==> config.mk <==
export PLATFORM = sky130hd
export DESIGN_NAME = ssm_tile_sequencer
export DESIGN_NICKNAME = d
export VERILOG_FILES = /design/src/rtl/ssm_tile_sequencer.sv
export SDC_FILE = /design/constraint.sdc
export NUM_CORES = 2
export LEC_CHECK = 0
export ABC_AREA = 1
export CAP_MARGIN = 20
export CELL_PAD_IN_SITES_DETAIL_PLACEMENT = 0
export CELL_PAD_IN_SITES_GLOBAL_PLACEMENT = 1
export CORE_AREA = 2 2 444 446
export CTS_BUF_LIST = sky130_fd_sc_hd__clkbuf_4 sky130_fd_sc_hd__clkbuf_8
export DETAILED_ROUTE_END_ITERATION = 7
export DIE_AREA = 0 0 446 448
export HOLD_SLACK_MARGIN = 0.02
export PLACE_DENSITY = 0.58
export SYNTH_ARGS = -nofsm -noshare
export SYNTH_HDL_FRONTEND = slang
export SYNTH_SLANG_ARGS = --single-unit
==> constraint.sdc <==
create_clock -name clk -period 51.2 [get_ports clk]
set_input_delay 10.24 -clock clk [delete_from_list [all_inputs] [get_ports clk]]
set_output_delay 10.24 -clock clk [all_outputs]
set_load 0.02 [all_outputs]
==> src/rtl/ssm_tile_sequencer.sv <==
// Tile-side responder for the SSM tiling controller's start/done handshake.
// It latches one H_TILE x P_TILE operand tile on start, issues the elements
// in order to a pipelined element lane over valid/ready, gathers the
// in-order results into y_tile and pulses done. y_tile then stays put for
// the controller to collect.
module ssm_tile_sequencer #(
   parameter  int H_TILE = 6,
   parameter  int P_TILE = 4,
   parameter  int DW     = 16,
   localparam int NE     = H_TILE * P_TILE,
   localparam int IW     = $clog2(NE)
) (
   input  logic                 clk,
   input  logic                 rst,
   input  logic                 start,
   input  logic [H_TILE*DW-1:0] dt_tile,
   input  logic [H_TILE*DW-1:0] dA_tile,
   input  logic [H_TILE*DW-1:0] D_tile,
   input  logic [NE*DW-1:0]     x_tile,
   output logic                 op_valid,
   input  logic                 op_ready,
   output logic [IW-1:0]        op_idx,
   output logic [DW-1:0]        op_x,
   output logic [DW-1:0]        op_dt,
   output logic [DW-1:0]        op_dA,
   output logic [DW-1:0]        op_D,
   input  logic                 res_valid,
   input  logic [DW-1:0]        res_data,
   output logic [NE*DW-1:0]     y_tile,
   output logic                 done,
   output logic                 busy,
   output logic                 err
);

   // The counters must be able to hold NE itself, one more than the last index.
   localparam int            CW   = $clog2(NE + 1);
   localparam logic [CW-1:0] LAST = CW'(NE - 1);
   localparam logic [CW-1:0] FULL = CW'(NE);

   typedef enum logic [1:0] {S_IDLE, S_RUN, S_DRAIN, S_DONE} state_t;

   state_t               r_state;
   state_t               w_state_nxt;
   logic [CW-1:0]        r_issue_cnt;
   logic [CW-1:0]        r_res_cnt;
   logic [H_TILE*DW-1:0] r_dt;
   logic [H_TILE*DW-1:0] r_dA;
   logic [H_TILE*DW-1:0] r_D;
   logic [NE*DW-1:0]     r_x;
   logic [NE*DW-1:0]     r_y;
   logic                 r_err;

   logic                 w_start;
   logic                 w_issue;
   logic                 w_last_issue;
   logic                 w_cap;
   logic                 w_last_cap;
   logic                 w_unexp;
   logic [IW-1:0]        w_idx;
   logic [IW-1:0]        w_head;

   assign w_start      = (r_state == S_IDLE) && start;
   assign w_issue      = (r_state == S_RUN) && op_ready;
   assign w_last_issue = w_issue && (r_issue_cnt == LAST);
   // A result is only wanted while a tile is in flight and not yet full.
   assign w_cap        = res_valid && ((r_state == S_RUN) || (r_state == S_DRAIN))
                         && (r_res_cnt != FULL);
   assign w_last_cap   = w_cap && (r_res_cnt == LAST);
   assign w_unexp      = res_valid && !w_cap;
   // Element t belongs to head t / P_TILE (head-major packing).
   assign w_idx        = r_issue_cnt[IW-1:0];
   assign w_head       = w_idx / IW'(P_TILE);

   // State register.
   // NOTE: clocked state uses non-blocking assignments so every register
   // samples pre-edge values; blocking here would create order-dependent races.
   always_ff @(posedge clk or posedge rst) begin
      if (rst) r_state <= S_IDLE;
      else     r_state <= w_state_nxt;
   end

   // Next-state and output decode.
   always_comb begin
      // NOTE: every output gets a default before the case so no path leaves
      // one unassigned, which would otherwise infer a latch.
      w_state_nxt = r_state;
      op_valid    = 1'b0;
      op_idx      = '0;
      op_x        = '0;
      op_dt       = '0;
      op_dA       = '0;
      op_D        = '0;
      busy        = 1'b0;
      done        = 1'b0;
      case (r_state)
         S_IDLE: begin
            if (w_start) w_state_nxt = S_RUN;
         end
         S_RUN: begin
            busy     = 1'b1;
            op_valid = 1'b1;
            op_idx   = w_idx;
            op_x     = r_x[DW*w_idx +: DW];
            op_dt    = r_dt[DW*w_head +: DW];
            op_dA    = r_dA[DW*w_head +: DW];
            op_D     = r_D[DW*w_head +: DW];
            // With a zero-latency lane the last result lands with the last issue.
            if (w_last_issue) w_state_nxt = w_last_cap ? S_DONE : S_DRAIN;
         end
         S_DRAIN: begin
            busy = 1'b1;
            if (w_last_cap) w_state_nxt = S_DONE;
         end
         S_DONE: begin
            busy        = 1'b1;
            done        = 1'b1;
            w_state_nxt = S_IDLE;
         end
         default: w_state_nxt = S_IDLE;
      endcase
   end

   // Operand store: snapshot of the tile taken on an accepted start.
   // NOTE: this wide store is reset as well so the operand outputs and their
   // sources are defined from reset onward rather than left as X.
   always_ff @(posedge clk or posedge rst) begin
      if (rst) begin
         r_dt <= '0;
         r_dA <= '0;
         r_D  <= '0;
         r_x  <= '0;
      end else if (w_start) begin
         r_dt <= dt_tile;
         r_dA <= dA_tile;
         r_D  <= D_tile;
         r_x  <= x_tile;
      end
   end

   // Issue and result counters; start clears them, transfers advance them.
   always_ff @(posedge clk or posedge rst) begin
      if (rst) begin
         r_issue_cnt <= '0;
         r_res_cnt   <= '0;
      end else if (w_start) begin
         r_issue_cnt <= '0;
         r_res_cnt   <= '0;
      end else begin
         if (w_issue) r_issue_cnt <= r_issue_cnt + 1'b1;
         if (w_cap)   r_res_cnt   <= r_res_cnt + 1'b1;
      end
   end

   // Result gather into y_tile (kept until overwritten) and sticky error flag.
   always_ff @(posedge clk or posedge rst) begin
      if (rst) begin
         r_y   <= '0;
         r_err <= 1'b0;
      end else begin
         if (w_cap)   r_y[DW*r_res_cnt +: DW] <= res_data;
         if (w_unexp) r_err <= 1'b1;
      end
   end

   assign y_tile = r_y;
   assign err    = r_err;

endmodule

# Word level (Yosys, flattened, before mapping)
# Index checks and enable logic that the tools add are counted.
[classes]
n_addsub = 3
eq_ne = 9
shifts = 6
muxes = 18
n_reduce_logical = 14
[ops]
columns = ["operator", "n"]
rows = [
  ["$bwmux 384", 1],
  ["$shift 16x34->384 const A", 1],
  ["$shiftx 16x34->384", 1],
  ["$shiftx 384x10->16", 1],
  ["$shiftx 96x8->16", 3],
  ["$mux 16", 4],
  ["$neg 9->34", 1],
  ["$mux 5", 5],
  ["$add 5x1->5 const B", 2],
  ["$eq 5x5->1 const B", 2],
  ["$pmux 2 s4", 1],
  ["$logic_and 1x1->1", 7],
  ["$mux 2", 3],
  ["$ne 2x2->1 const B", 3],
  ["$ne 5x5->1 const B", 1],
  ["$eq 2x2->1 const B", 2],
  ["$mux 1", 4],
  ["$reduce_bool 2->1", 2],
  ["$reduce_and 3->1", 1],
  ["$reduce_or 3->1", 1],
  ["$eq 2x1->1 const B", 1],
  ["$logic_not 2->1", 1],
  ["$logic_not 1->1", 1],
  ["$logic_or 1x1->1", 1],
]
[word_totals]
reg_bits = 1069
input_bits = 693
output_inout_bits = 457
word_cells = 59

# Longest topological paths before layout
[logic_depth]
depth_word = 8
depth_mapped = 16
ltp_nobuf = 13

# Worst setup path before layout
# Ideal clock, no wire load.
[synth_timing]
path_type = "flip-flop to output port"
startpoint = "register r_state[1]"
endpoint = "output port op_D[0]"
t_arrival_ps = 1846
required_ps = 40960
setup_slack_ps = 39114
path_stages_with_launch = 8
path_buffers = 3
path_cell_list = "dfrtp_1 > inv_1 > ha_1 > clkbuf_1 > inv_1 > clkbuf_1 > clkbuf_1 > a21oi_1"
[synth_between]
elab_chain_len = 2
[synth_lines]
columns = ["item", "line", "rtl"]
rows = [
  ["from (decl)", "42", "state_t r_state;"],
  ["from (signal assigned)", "79", "else r_state <= w_state_nxt;"],
  ["$eq 2x1->1", "95", "case (r_state)"],
  ["$mux 16", "95", ""],
  ["to (decl)", "26", "output logic [DW-1:0] op_D,"],
]
# No other way between the ends.

# Final worst setup path
[layout_timing]
startpoint = "register r_issue_cnt[2]"
endpoint = "output port op_x[10]"
[layout_between]
elab_chain_len = 2
[layout_lines]
columns = ["item", "line", "rtl"]
rows = [
  ["from (decl)", "44", "logic [CW-1:0] r_issue_cnt;"],
  ["from (signal assigned)", "149", "if (w_issue) r_issue_cnt <= r_issue_cnt + 1'b1;"],
  ["$shiftx 384x10->16", "103", "op_x = r_x[DW*w_idx +: DW];"],
  ["$mux 16", "95", ""],
  ["to (decl)", "23", "output logic [DW-1:0] op_x,"],
]
# No other way between the ends.

==> reports/qor.csv <==
stage,metric,value,unit
die,core footprint,0.1946,mm^2
global_route,antenna violations before repair,99,
sta,setup_tns,0,ns
clock_network,# clock sinks,1069,
route,via density per instance,4.694,
layout,Nets,7873,
logic_synthesis,biggest area consumer among synthesized cells,dfrtp_1,
critical_path,CP Data Arrival Time,5.53,ns
die,Die Ht,448,um
sta,RSZ-0062 raised after global routing,no,
placed_design,post-DP HPWL,177400,um
pwr,leakage,31.00,nW
critical_path,Critical Path Start Type,register,
clock_network,Worst-Skew Late Latency,0.96,ns
layout,most frequent cells in the layout,"nand2_1, clkdlybuf4s50_1, dfrtp_1",
logic_synthesis,post-synth cell types,38,
global_route,Total GRT Usage,23.82,%
sta,Final Skew,0.03924,ns
logic_synthesis,Area contributors post-synth,"dfrtp_1, nand2_1, o21ai_0, inv_1, nand3_1",
layout,Area growth syn-to-layout,37.52,%
route,Final ANT Viol Nets,0,
logic_synthesis,register area share after synthesis,54.81,%
route,routed via count,46610,
global_route,GRT Residual Overflow,0,
sta,fmax,63.40,MHz
logic_synthesis,Post-synth EDFFs,0,
sta,Worst Tran Pin Value,1.166,ns
logic_synthesis,Syn Std Cell Area,0.04881,mm^2
die,Starting Density,25.08,%
sta,relative slew slack,22.26,%
route,DRT Wirelength,244000,um
sta,Fin. Hold Viols,0,
clock_network,Post-CTS Setup Bufs,0,
logic_synthesis,number of synthesized register bits,1069,
clock_network,total clock buffers created by CTS,203,
logic_synthesis,syn_nets,6869,
critical_path,CP required,40.96,ns
route,Initial DRC Count,3909,
clock_network,post_cts resized,0,
die,num rows,162,
logic_synthesis,ys flop type,dfrtp_1,
clock_network,hold buffer count at cts,0,
die,Die X-Extent,446,um
pwr,Max IR drop VDD,0.00006341,V
layout,share of post-route cells with drive strength above 1,7.058,%
route,drt pass-1 iters,5,
placed_design,port bufs,1149,
logic_synthesis,warnings from Yosys,0,
route,DRC,0,
logic_synthesis,share of the synthesized area in the top cell type,54.81,%
run,maximum capacitance violations,0,
pwr,Power Dens Cells,56.75,mW/mm^2
min_path,Hold Crit Class,register to register,
logic_synthesis,post-synthesis average cell area,7.914,um^2
sta,Tcrit/Tclk final,30.81,%
global_route,largest net degree at the start of global routing,259,
sta,Final min period,15.77,ns
critical_path,Crit. End Element,primary output,
die,full die area,0.1998,mm^2
logic_synthesis,Async SR Flop Fraction,100.0,%
clock_network,clock root buffer,clkbuf_8,
sta,Pins Over Slew Limit,0,
route,wire per inst,24.57,um
die,Top Ports,1150,
logic_synthesis,Mapped Cells,6167,
critical_path,crit-path max FO,53,
sta,setup violators final,0,
global_route,first-pass GRT wire length,343700,um
pwr,Final Power,3.809,mW
clock_network,Worst-path clk slew,0.06,ns
critical_path,critical path type,register to primary output,
clock_network,maximum clock path buffer count,3,
run_status,outcome,"finished, final reports clean",
global_route,vias in the first global route,46070,
clock_network,CTS tree,yes,
clock_network,H-tree Lvls,4,
placed_design,RePlAce Congestion,0.8957,
layout,"most common cell after layout, fill and taps aside",nand2_1,
final timing paths:
check                                           start                     end  slack, ns  cells past startpoint
min in group asynchronous                         rst    r_x[249]$_DFFE_PP0P_       9.83                      2
min reg2reg                           err$_DFFE_PP0P_         err$_DFFE_PP0P_       0.45                      1
max reg2reg                  r_res_cnt[0]$_DFFE_PP0P_  y_tile[12]$_DFFE_PP0P_      46.64                     12
min                                   err$_DFFE_PP0P_         err$_DFFE_PP0P_       0.45                      1
max                        r_issue_cnt[2]$_DFFE_PP0P_                op_x[10]      35.43                     12
max in group asynchronous                         rst    r_dA[21]$_DFFE_PP0P_      38.17                      5
state kept, by name, summed over array words and instances, names as in the netlist:
register,flops
r_state,2
r_dA,96
r_x,384
y_tile,384
r_issue_cnt,5
r_res_cnt,5
err,1
r_dt,96
r_D,96
layout make-up:
| type | instances | area, um^2 |
|---|---|---|
| diodes | 50 | 125.1 |
| clock buffers | 333 | 4139 |
| clock inverters | 40 | 380.4 |
| fillers | 20680 | 127500 |
| inverters | 563 | 2146 |
| multi-input cells | 4129 | 18290 |
| flip-flops and latches | 1069 | 26760 |
| well taps | 2542 | 3181 |
| repair buffers | 1205 | 12090 |
kinds of logic (layout without fill, tap and decap cells):
logic type / count (synthesis) / in the layout / synth area share, %
and+or+nand+nor: 3005 / 3005 / 25.19
other: 0 / 50 / 0
AOI/OAI and AO/OA: 1115 / 1115 / 12.00
DFF: 1069 / 1069 / 54.81
adders and majority gates: 9 / 9 / 0.2307
buffers and inverters: 969 / 2141 / 7.770
where the power goes:
| group | switching, mW | internal, mW |
|---|---|---|
| logic | 1.14 | 0.462 |
| registers | 0.134 | 1.14 |
| clock network | 0.418 | 0.524 |
| total | 1.69 | 2.12 |
metal layers:
layer	track usage (%)	share of wire, %	wire (um)	vias to the layer above
li1	-	-	-	21660
met1	29.34	41	99090	22710
met2	39.45	49	118600	1706
met3	4.141	5.3	12970	492
met4	13.41	5.4	13110	40
met5	0	0.11	263	-
worst max-delay path, cell delays in order (launching register included):
cell and delay (ns):
dfrtp_4 0.77, inv_6 0.44, nand2_1 0.59, buf_4 0.46, inv_1 0.09, buf_4 0.48, nand2_1 0.11, nand2_1 0.22
inv_1 0.07, nand2_1 0.07, nand2_1 0.05, a21oi_1 0.40, clkdlybuf4s50_1 0.70
metrics by stage:
stage	cell area (um^2)	setup WS, ns	instances	hold slack, ns	utilization (%)
finish	67120	35.43	9931	0.4532	34.49
global route	67090	35.18	9920	0.4843	34.48
CTS	66910	35.21	9878	0.4603	34.39
detailed placement	62390	36.33	9505	0.4471	32.06
global placement	62380	36.35	9504	0.4456	32.06
floorplan	48810	10.87	6167	0.4436	-
synthesized netlist by cell type (3+ instances only):
| library cell | number |
|---|---|
| a21oi_1 | 204 |
| a22oi_1 | 16 |
| buf_1 | 45 |
| buf_2 | 53 |
| buf_4 | 5 |
| buf_6 | 8 |
| clkbuf_1 | 295 |
| clkinv_1 | 6 |
| dfrtp_1 | 1069 |
| ha_1 | 9 |
| inv_1 | 534 |
| inv_2 | 19 |
| inv_4 | 4 |
| nand2_1 | 2289 |
| nand2_2 | 10 |
| nand2_4 | 3 |
| nand3_1 | 330 |
| nand3_4 | 5 |
| nand4_1 | 30 |
| nor2_1 | 213 |
| nor2_4 | 13 |
| nor2_8 | 8 |
| nor3_1 | 87 |
| nor4_1 | 9 |
| o211ai_1 | 32 |
| o21ai_0 | 706 |
| o21ai_1 | 118 |
| o21ai_2 | 4 |
| o221ai_1 | 32 |
Note: power is estimated with default switching activity, not from simulation.
